`config.mk`:
```
export PLATFORM = sky130hd
export DESIGN_NAME = tank_motion_ctrl
export DESIGN_NICKNAME = d
export VERILOG_FILES = /design/src/rtl/tank_pkg.sv /design/src/rtl/tank_motion_ctrl_tick_cooldown.sv /design/src/rtl/tank_motion_ctrl.sv
export SDC_FILE = /design/constraint.sdc
export NUM_CORES = 1
export LEC_CHECK = 0
export BUFFER_PORTS_ARGS = -buffer_cell sky130_fd_sc_hd__clkbuf_2
export CORE_MARGIN = 5
export CORE_UTILIZATION = 55
export CTS_BUF_LIST = sky130_fd_sc_hd__clkbuf_4
export CTS_CLUSTER_DIAMETER = 200
export DETAILED_ROUTE_END_ITERATION = 8
export GPL_ROUTABILITY_DRIVEN = 0
export GPL_TIMING_DRIVEN = 0
export PLACE_DENSITY = 0.77
export SYNTH_ARGS = -nofsm -noshare
export SYNTH_HDL_FRONTEND = slang
export SYNTH_HIERARCHICAL = 1
export SYNTH_SLANG_ARGS = --single-unit
export TNS_END_PERCENT = 30
```
`constraint.sdc`:
```
create_clock -name i_clk -period 6.5 [get_ports i_clk]
set_input_delay 0.65 -clock i_clk [delete_from_list [all_inputs] [get_ports i_clk]]
set_output_delay 0.65 -clock i_clk [all_outputs]
set_load 0.1 [all_outputs]
```
`src/rtl/tank_pkg.sv`:
```
// Shared types and helpers for the tank motion controller.
// Coordinates are 7-bit unsigned and wrap mod 128.
package tank_pkg;

    typedef logic [6:0] coord_t;

    typedef enum logic [1:0] {
        DIR_UP    = 2'd0,
        DIR_DOWN  = 2'd1,
        DIR_LEFT  = 2'd2,
        DIR_RIGHT = 2'd3
    } dir_t;

    typedef enum logic [1:0] {
        ST_IDLE,
        ST_QUERY,
        ST_WAIT,
        ST_COOL
    } state_t;

    localparam int SPRITE_HALF = 2;
    localparam int BULLET_OFS  = 3;
    localparam int CD_W        = 8;

    function automatic coord_t step_x(coord_t x, dir_t d, coord_t n);
        case (d)
            DIR_LEFT:  return x - n;
            DIR_RIGHT: return x + n;
            default:   return x;
        endcase
    endfunction

    function automatic coord_t step_y(coord_t y, dir_t d, coord_t n);
        case (d)
            DIR_UP:   return y - n;
            DIR_DOWN: return y + n;
            default:  return y;
        endcase
    endfunction

endpackage

```
`src/rtl/tank_motion_ctrl_tick_cooldown.sv`:
```
// Tick-driven down-counter: load has priority, otherwise decrements on
// each tick and saturates at zero.
module tick_cooldown #(
    parameter int W = 8
) (
    input  logic         i_clk,
    input  logic         i_rst_n,
    input  logic         i_tick,
    input  logic         i_load,
    input  logic [W-1:0] i_load_val,
    output logic         o_zero
);

    logic [W-1:0] cnt_q;
    logic [W-1:0] cnt_d;

    always_comb begin
        cnt_d = cnt_q;
        if (i_load) begin
            cnt_d = i_load_val;
        end else if (i_tick && (cnt_q != '0)) begin
            cnt_d = cnt_q - 1'b1;
        end
    end

    always_ff @(posedge i_clk) begin
        if (!i_rst_n) begin
            cnt_q <= '0;
        end else begin
            cnt_q <= cnt_d;
        end
    end

    assign o_zero = (cnt_q == '0);

endmodule

```
`src/rtl/tank_motion_ctrl.sv`:
```
// Per-tank motion sequencer: turn, bounds check, map query, move, cooldown,
// plus an independent bullet-spawn request path.
module tank_motion_ctrl
    import tank_pkg::*;
#(
    parameter int FIELD_W  = 64,
    parameter int FIELD_H  = 48,
    parameter int INIT_X   = 10,
    parameter int INIT_Y   = 10,
    parameter int INIT_DIR = 0,
    parameter int MOVE_CD  = 2,
    parameter int TURN_CD  = 1,
    parameter int FIRE_CD  = 8
) (
    input  logic       i_clk,
    input  logic       i_rst_n,
    input  logic       i_tick,
    input  logic       i_cmd_valid,
    input  logic [1:0] i_cmd_dir,
    input  logic       i_fire,
    output logic       o_query_valid,
    output logic [6:0] o_query_x,
    output logic [6:0] o_query_y,
    input  logic       i_query_ready,
    input  logic       i_resp_valid,
    input  logic       i_resp_free,
    output logic       o_bullet_req,
    output logic [6:0] o_bullet_x,
    output logic [6:0] o_bullet_y,
    output logic [1:0] o_bullet_dir,
    input  logic       i_bullet_ack,
    output logic [6:0] o_tank_x,
    output logic [6:0] o_tank_y,
    output logic [1:0] o_tank_dir,
    output logic       o_blocked
);

    localparam coord_t X_MIN = coord_t'(SPRITE_HALF);
    localparam coord_t X_MAX = coord_t'(FIELD_W - 1 - SPRITE_HALF);
    localparam coord_t Y_MIN = coord_t'(SPRITE_HALF);
    localparam coord_t Y_MAX = coord_t'(FIELD_H - 1 - SPRITE_HALF);
    // The firing tick itself counts as the first of the FIRE_CD ticks.
    localparam logic [CD_W-1:0] FIRE_LOAD = (FIRE_CD > 0) ? CD_W'(FIRE_CD - 1) : '0;

    state_t state_q, state_d;
    coord_t x_q, x_d, y_q, y_d, qx_q, qx_d, qy_q, qy_d;
    coord_t bx_q, bx_d, by_q, by_d;
    dir_t   dir_q, dir_d, bdir_q, bdir_d;
    logic   blocked_q, blocked_d, breq_q, breq_d;

    logic            cmd_tick, turn, step, can_move, fire_go;
    logic            move_load, move_zero, fire_zero;
    logic [CD_W-1:0] move_load_val;

    assign cmd_tick = (state_q == ST_IDLE) && i_tick && i_cmd_valid;
    assign turn     = cmd_tick && (dir_t'(i_cmd_dir) != dir_q);
    assign step     = cmd_tick && !turn;
    assign fire_go  = i_tick && i_fire && fire_zero && !breq_q;

    always_comb begin
        case (dir_q)
            DIR_UP:   can_move = (y_q > Y_MIN);
            DIR_DOWN: can_move = (y_q < Y_MAX);
            DIR_LEFT: can_move = (x_q > X_MIN);
            default:  can_move = (x_q < X_MAX);
        endcase
    end

    always_ff @(posedge i_clk) begin
        if (!i_rst_n) begin
            state_q <= ST_IDLE;
        end else begin
            state_q <= state_d;
        end
    end

    always_comb begin
        state_d = state_q;
        case (state_q)
            ST_IDLE: begin
                if (turn) begin
                    state_d = (TURN_CD == 0) ? ST_IDLE : ST_COOL;
                end else if (step && can_move) begin
                    state_d = ST_QUERY;
                end
            end
            ST_QUERY: if (i_query_ready) state_d = ST_WAIT;
            ST_WAIT:  if (i_resp_valid) state_d = (MOVE_CD == 0) ? ST_IDLE : ST_COOL;
            default:  if (move_zero) state_d = ST_IDLE;
        endcase
    end

    always_comb begin
        o_query_valid = (state_q == ST_QUERY);
    end

    always_comb begin
        x_d           = x_q;
        y_d           = y_q;
        dir_d         = dir_q;
        qx_d          = qx_q;
        qy_d          = qy_q;
        blocked_d     = 1'b0;
        move_load     = 1'b0;
        move_load_val = '0;
        breq_d        = breq_q;
        bx_d          = bx_q;
        by_d          = by_q;
        bdir_d        = bdir_q;

        if (turn) begin
            dir_d         = dir_t'(i_cmd_dir);
            move_load     = 1'b1;
            move_load_val = CD_W'(TURN_CD);
        end
        if (step) begin
            if (can_move) begin
                qx_d = step_x(x_q, dir_q, 7'd1);
                qy_d = step_y(y_q, dir_q, 7'd1);
            end else begin
                blocked_d = 1'b1;
            end
        end
        if ((state_q == ST_WAIT) && i_resp_valid) begin
            move_load     = 1'b1;
            move_load_val = CD_W'(MOVE_CD);
            if (i_resp_free) begin
                x_d = qx_q;
                y_d = qy_q;
            end else begin
                blocked_d = 1'b1;
            end
        end

        // Spawn point uses the pre-commit position/direction of this cycle.
        if (fire_go) begin
            breq_d = 1'b1;
            bx_d   = step_x(x_q, dir_q, coord_t'(BULLET_OFS));
            by_d   = step_y(y_q, dir_q, coord_t'(BULLET_OFS));
            bdir_d = dir_q;
        end else if (breq_q && i_bullet_ack) begin
            breq_d = 1'b0;
            bx_d   = '0;
            by_d   = '0;
            bdir_d = DIR_UP;
        end
    end

    always_ff @(posedge i_clk) begin
        if (!i_rst_n) begin
            x_q       <= coord_t'(INIT_X);
            y_q       <= coord_t'(INIT_Y);
            dir_q     <= dir_t'(INIT_DIR);
            qx_q      <= '0;
            qy_q      <= '0;
            blocked_q <= 1'b0;
            breq_q    <= 1'b0;
            bx_q      <= '0;
            by_q      <= '0;
            bdir_q    <= DIR_UP;
        end else begin
            x_q       <= x_d;
            y_q       <= y_d;
            dir_q     <= dir_d;
            qx_q      <= qx_d;
            qy_q      <= qy_d;
            blocked_q <= blocked_d;
            breq_q    <= breq_d;
            bx_q      <= bx_d;
            by_q      <= by_d;
            bdir_q    <= bdir_d;
        end
    end

    tick_cooldown #(.W(CD_W)) u_move_cd (
        .i_clk      (i_clk),
        .i_rst_n    (i_rst_n),
        .i_tick     (i_tick),
        .i_load     (move_load),
        .i_load_val (move_load_val),
        .o_zero     (move_zero)
    );

    tick_cooldown #(.W(CD_W)) u_fire_cd (
        .i_clk      (i_clk),
        .i_rst_n    (i_rst_n),
        .i_tick     (i_tick),
        .i_load     (fire_go),
        .i_load_val (FIRE_LOAD),
        .o_zero     (fire_zero)
    );

    assign o_query_x    = qx_q;
    assign o_query_y    = qy_q;
    assign o_bullet_req = breq_q;
    assign o_bullet_x   = bx_q;
    assign o_bullet_y   = by_q;
    assign o_bullet_dir = bdir_q;
    assign o_tank_x     = x_q;
    assign o_tank_y     = y_q;
    assign o_tank_dir   = dir_q;
    assign o_blocked    = blocked_q;

endmodule

```
==> summary by stage <==
CTS
The CTS clock-pin slew for the worst setup and hold paths is approximately 0.11 ns. The count of cells resized by post-cts repair is 0. The CTS sink count is 66.

The CTS buffer count is 9. At the later pin of the worst-skew pair, clock insertion delay measures roughly 0.42 ns. The cell sitting at the root of the clock tree is a sky130_fd_sc_hd__clkbuf_4. CTS built an H-tree with a depth of 3.

The number of buffers inserted for hold repair after clock tree synthesis is 0. The maximum count of clock buffers along a single path is 2. Buffers added to address setup during post-CTS repair amount to 0. The TritonCTS clock tree is built.

Floorplanning
The die covers slightly above 0.009 mm². The vertical die dimension is 95.8 µm. The number of placement rows is 31. In this run the count of I/O pins placed on the die edge is 60.

The core footprint is 0.00721 mm². The die extent in x is 95.8 µm. The initial utilization of the core area, before any placement, comes to 0.561.

STA
The smallest clock period supported by the final layout is computed as 2.93 ns. Setup repair after global routing left no endpoint under its margin. Setup violations remaining at the end of the flow were counted as 0.

The worst hold margin is 0.466 ns. The maximum clock frequency is ~340 MHz. The worst slew margin relative to its limit is 0.493. The worst-case clock skew is 0.0185 ns. The pin slew with the least headroom to its limit is between 0.7 and 0.8 ns. Of the available clock period, the critical path in the final layout requires 0.451.

The max-slew violation count was 0. Summed over all failing endpoints, the final setup total negative slack is 0 ns. The final count of hold timing violations was 0.

Synth
The most used flip-flop cell after synthesis is sky130_fd_sc_hd__dfxtp_1. The number of enable-type register cells in the synthesized netlist is 0. The post-synthesis instance area is about 0.0040 mm². In this run, distinct cell masters in the synthesized netlist total 60.

The average instance area after synthesis is roughly 8.3 µm². The sequential share of the synthesized area is 0.327. The async set or reset register ratio after synthesis is 0. The total of flip-flops plus latches after synthesis is 66. Synthesis handed over a netlist of between 400 and 500 instances.

The synthesis warning total is 6.

Min path
The worst min-delay path class is reg -> reg.

Finish
The fraction of layout cells with a size suffix above 1 is 0.177. Leaving out fill and tap cells, the most frequent cell in the layout is sky130_fd_sc_hd__dfxtp_1. The number of nets at the end of the flow is roughly 610. Relative to the synthesized area, the layout overhead comes to 16.1%. The number of antenna diodes in the final layout is 0.

The library cells used most frequently in the layout, excluding fill and tap cells, are sky130_fd_sc_hd__dfxtp_1, sky130_fd_sc_hd__clkbuf_2, sky130_fd_sc_hd__nand2_1.

Place
The detailed-placement wirelength estimate is ~8 mm. The count of input and output buffers is between 50 and 60.

Routing
In this run, the number of DRC markers left after iteration 0 of detailed routing was ~300. Summed over all layers, the routed wires come to around 11 mm. The first detailed-routing pass ran for 5 iterations. Detailed routing inserted a total of between 3k and 4k vias. In this run the remaining antenna-violating nets after routing total 0. The ratio of routed vias to standard cells is approximately 5.8. After detailed routing, the number of remaining DRC violations is 0. Dividing the detail-routed wire length by the instance count gives roughly 16 µm.

Global route
The initial antenna violation count is 0. The largest net degree at the start of global routing is 14. The via count of the first global-routing pass was ~3.8k.

The total global routing track utilization is 0.252. The first-pass GRT wire length is approximately 18 mm. The total overflow left after global routing is 0.

Setup path
Of all nets on the critical path, the largest fanout is 11. The launching element type of the critical path is a flip-flop. The type of destination of the critical path is a flip-flop. The setup path with the least slack is of type reg -> reg.

The critical path required time is 6.81 ns. Data on the critical path arrives at its endpoint at roughly 3.2 ns.

Power
The cell leakage power is around 2 nW. The worst-case vdd ir drop is 153 µV. The power density of the placed cells is between 300 and 400 mW/mm².

Status
The flow ran to the end, and the final reports show no timing, DRC or antenna violations.

Flow run
Max-cap violations in this run came to 0.
==> where the power goes <==
part | internal [mW] | switching, mW
Clock | 0.203 | 0.152
Sequential | 0.473 | 0.0765
Combinational | 0.281 | 0.534
==> per-layer routing <==
metal,vias up,global-route usage,wire length [µm]
li1,1911,-,-
met1,1876,0.321,4810
met2,133,0.430,5390
met3,10,0.0571,770
met4,0,0.0652,62
met5,-,0,0
==> cells by family after synthesis <==
family                   share of synthesized area
buffers and inverters                       0.0572
adder cells (fa/ha/maj)                     0.0817
AND/OR/NAND/NOR                              0.192
AO/OA/AOI/OAI                                0.242
XOR/XNOR                                    0.0585
flip-flops                                   0.327
multiplexers                                0.0402
other                                      0.00186
==> cell type report <==
cell class	count	area, µm²
multi-input cells	382	2540
fillers	659	2520
flip-flops and latches	66	1320
repair buffers	59	295
plain buffers	28	134
well taps	99	124
clock inverters	5	103
inverters	26	97.6
clock buffers	11	82.6
==> final timing paths <==
check                                                     start                         endpoint  slack [ns]  cells past startpoint
worst min register to register       o_bullet_y[2]$_SDFFE_PN0P_       o_bullet_y[2]$_SDFFE_PN0P_        0.47                      2
worst min-delay path                 o_bullet_y[2]$_SDFFE_PN0P_       o_bullet_y[2]$_SDFFE_PN0P_        0.47                      2
worst max register to register  u_fire_cd/cnt_q[2]$_SDFFE_PN0P_  u_fire_cd/cnt_q[5]$_SDFFE_PN0P_        3.57                      9
worst max-delay path            u_fire_cd/cnt_q[2]$_SDFFE_PN0P_  u_fire_cd/cnt_q[5]$_SDFFE_PN0P_        3.57                      9
==> state kept, by name (all words and copies together) (netlist names) <==
register / count
o_bullet_dir: 2
o_bullet_req: 1
state_q: 2
o_tank_y: 7
u_move_cd/cnt_q: 8
o_tank_dir: 2
o_bullet_y: 7
o_query_x: 7
u_fire_cd/cnt_q: 8
o_query_y: 7
o_bullet_x: 7
o_tank_x: 7
o_blocked: 1
==> Yosys cell counts, drive strengths merged, types with 3 or more instances <==
master / n / area share
o21ai: 35 / 0.043
nand2b: 4 / 0.0062
a32oi: 4 / 0.011
nor4: 6 / 0.013
and2: 5 / 0.0077
mux2i: 14 / 0.035
ha: 20 / 0.062
a31oi: 8 / 0.012
nand2: 52 / 0.048
xor2: 9 / 0.019
fa: 4 / 0.020
o21a: 5 / 0.0093
a21oi: 50 / 0.062
a211oi: 4 / 0.0074
nand4: 4 / 0.0062
and3: 3 / 0.0046
buf: 13 / 0.019
inv: 26 / 0.024
nand3: 11 / 0.014
xnor2: 18 / 0.039
a21o: 3 / 0.0056
or4: 8 / 0.017
nor2: 38 / 0.036
nor3b: 6 / 0.011
nor3: 3 / 0.0037
o211a: 4 / 0.0099
o211ai: 6 / 0.011
o31ai: 7 / 0.013
dfxtp: 66 / 0.33
a22oi: 10 / 0.019
clkbuf: 15 / 0.014
==> critical path, stage by stage (launching register included) <==
cell                       delay (ns)
sky130_fd_sc_hd__dfxtp_1         0.38
sky130_fd_sc_hd__or4_4           0.59
sky130_fd_sc_hd__nor4_1          0.17
sky130_fd_sc_hd__and4b_1         0.23
sky130_fd_sc_hd__clkbuf_1        0.28
sky130_fd_sc_hd__buf_2           0.34
sky130_fd_sc_hd__clkbuf_1        0.35
sky130_fd_sc_hd__inv_1           0.23
sky130_fd_sc_hd__o21ai_0         0.20
sky130_fd_sc_hd__a31oi_1         0.05
==> metrics by stage <==
step / setup WS, ns / instance area [µm²] / utilization / cells / total power, mW
after floorplan: 3.33 / 4090 / - / 502 / 1.21
after global placement: 3.67 / 4510 / 0.625 / 660 / 1.34
after detailed placement: 3.63 / 4510 / 0.625 / 660 / 1.36
after CTS: 3.58 / 4690 / 0.651 / 676 / 1.72
after global routing: 3.34 / 4690 / 0.651 / 676 / 1.82
final: 3.57 / 4690 / 0.651 / 676 / 1.72
No activity file was read; power rests on OpenSTA's default activity.
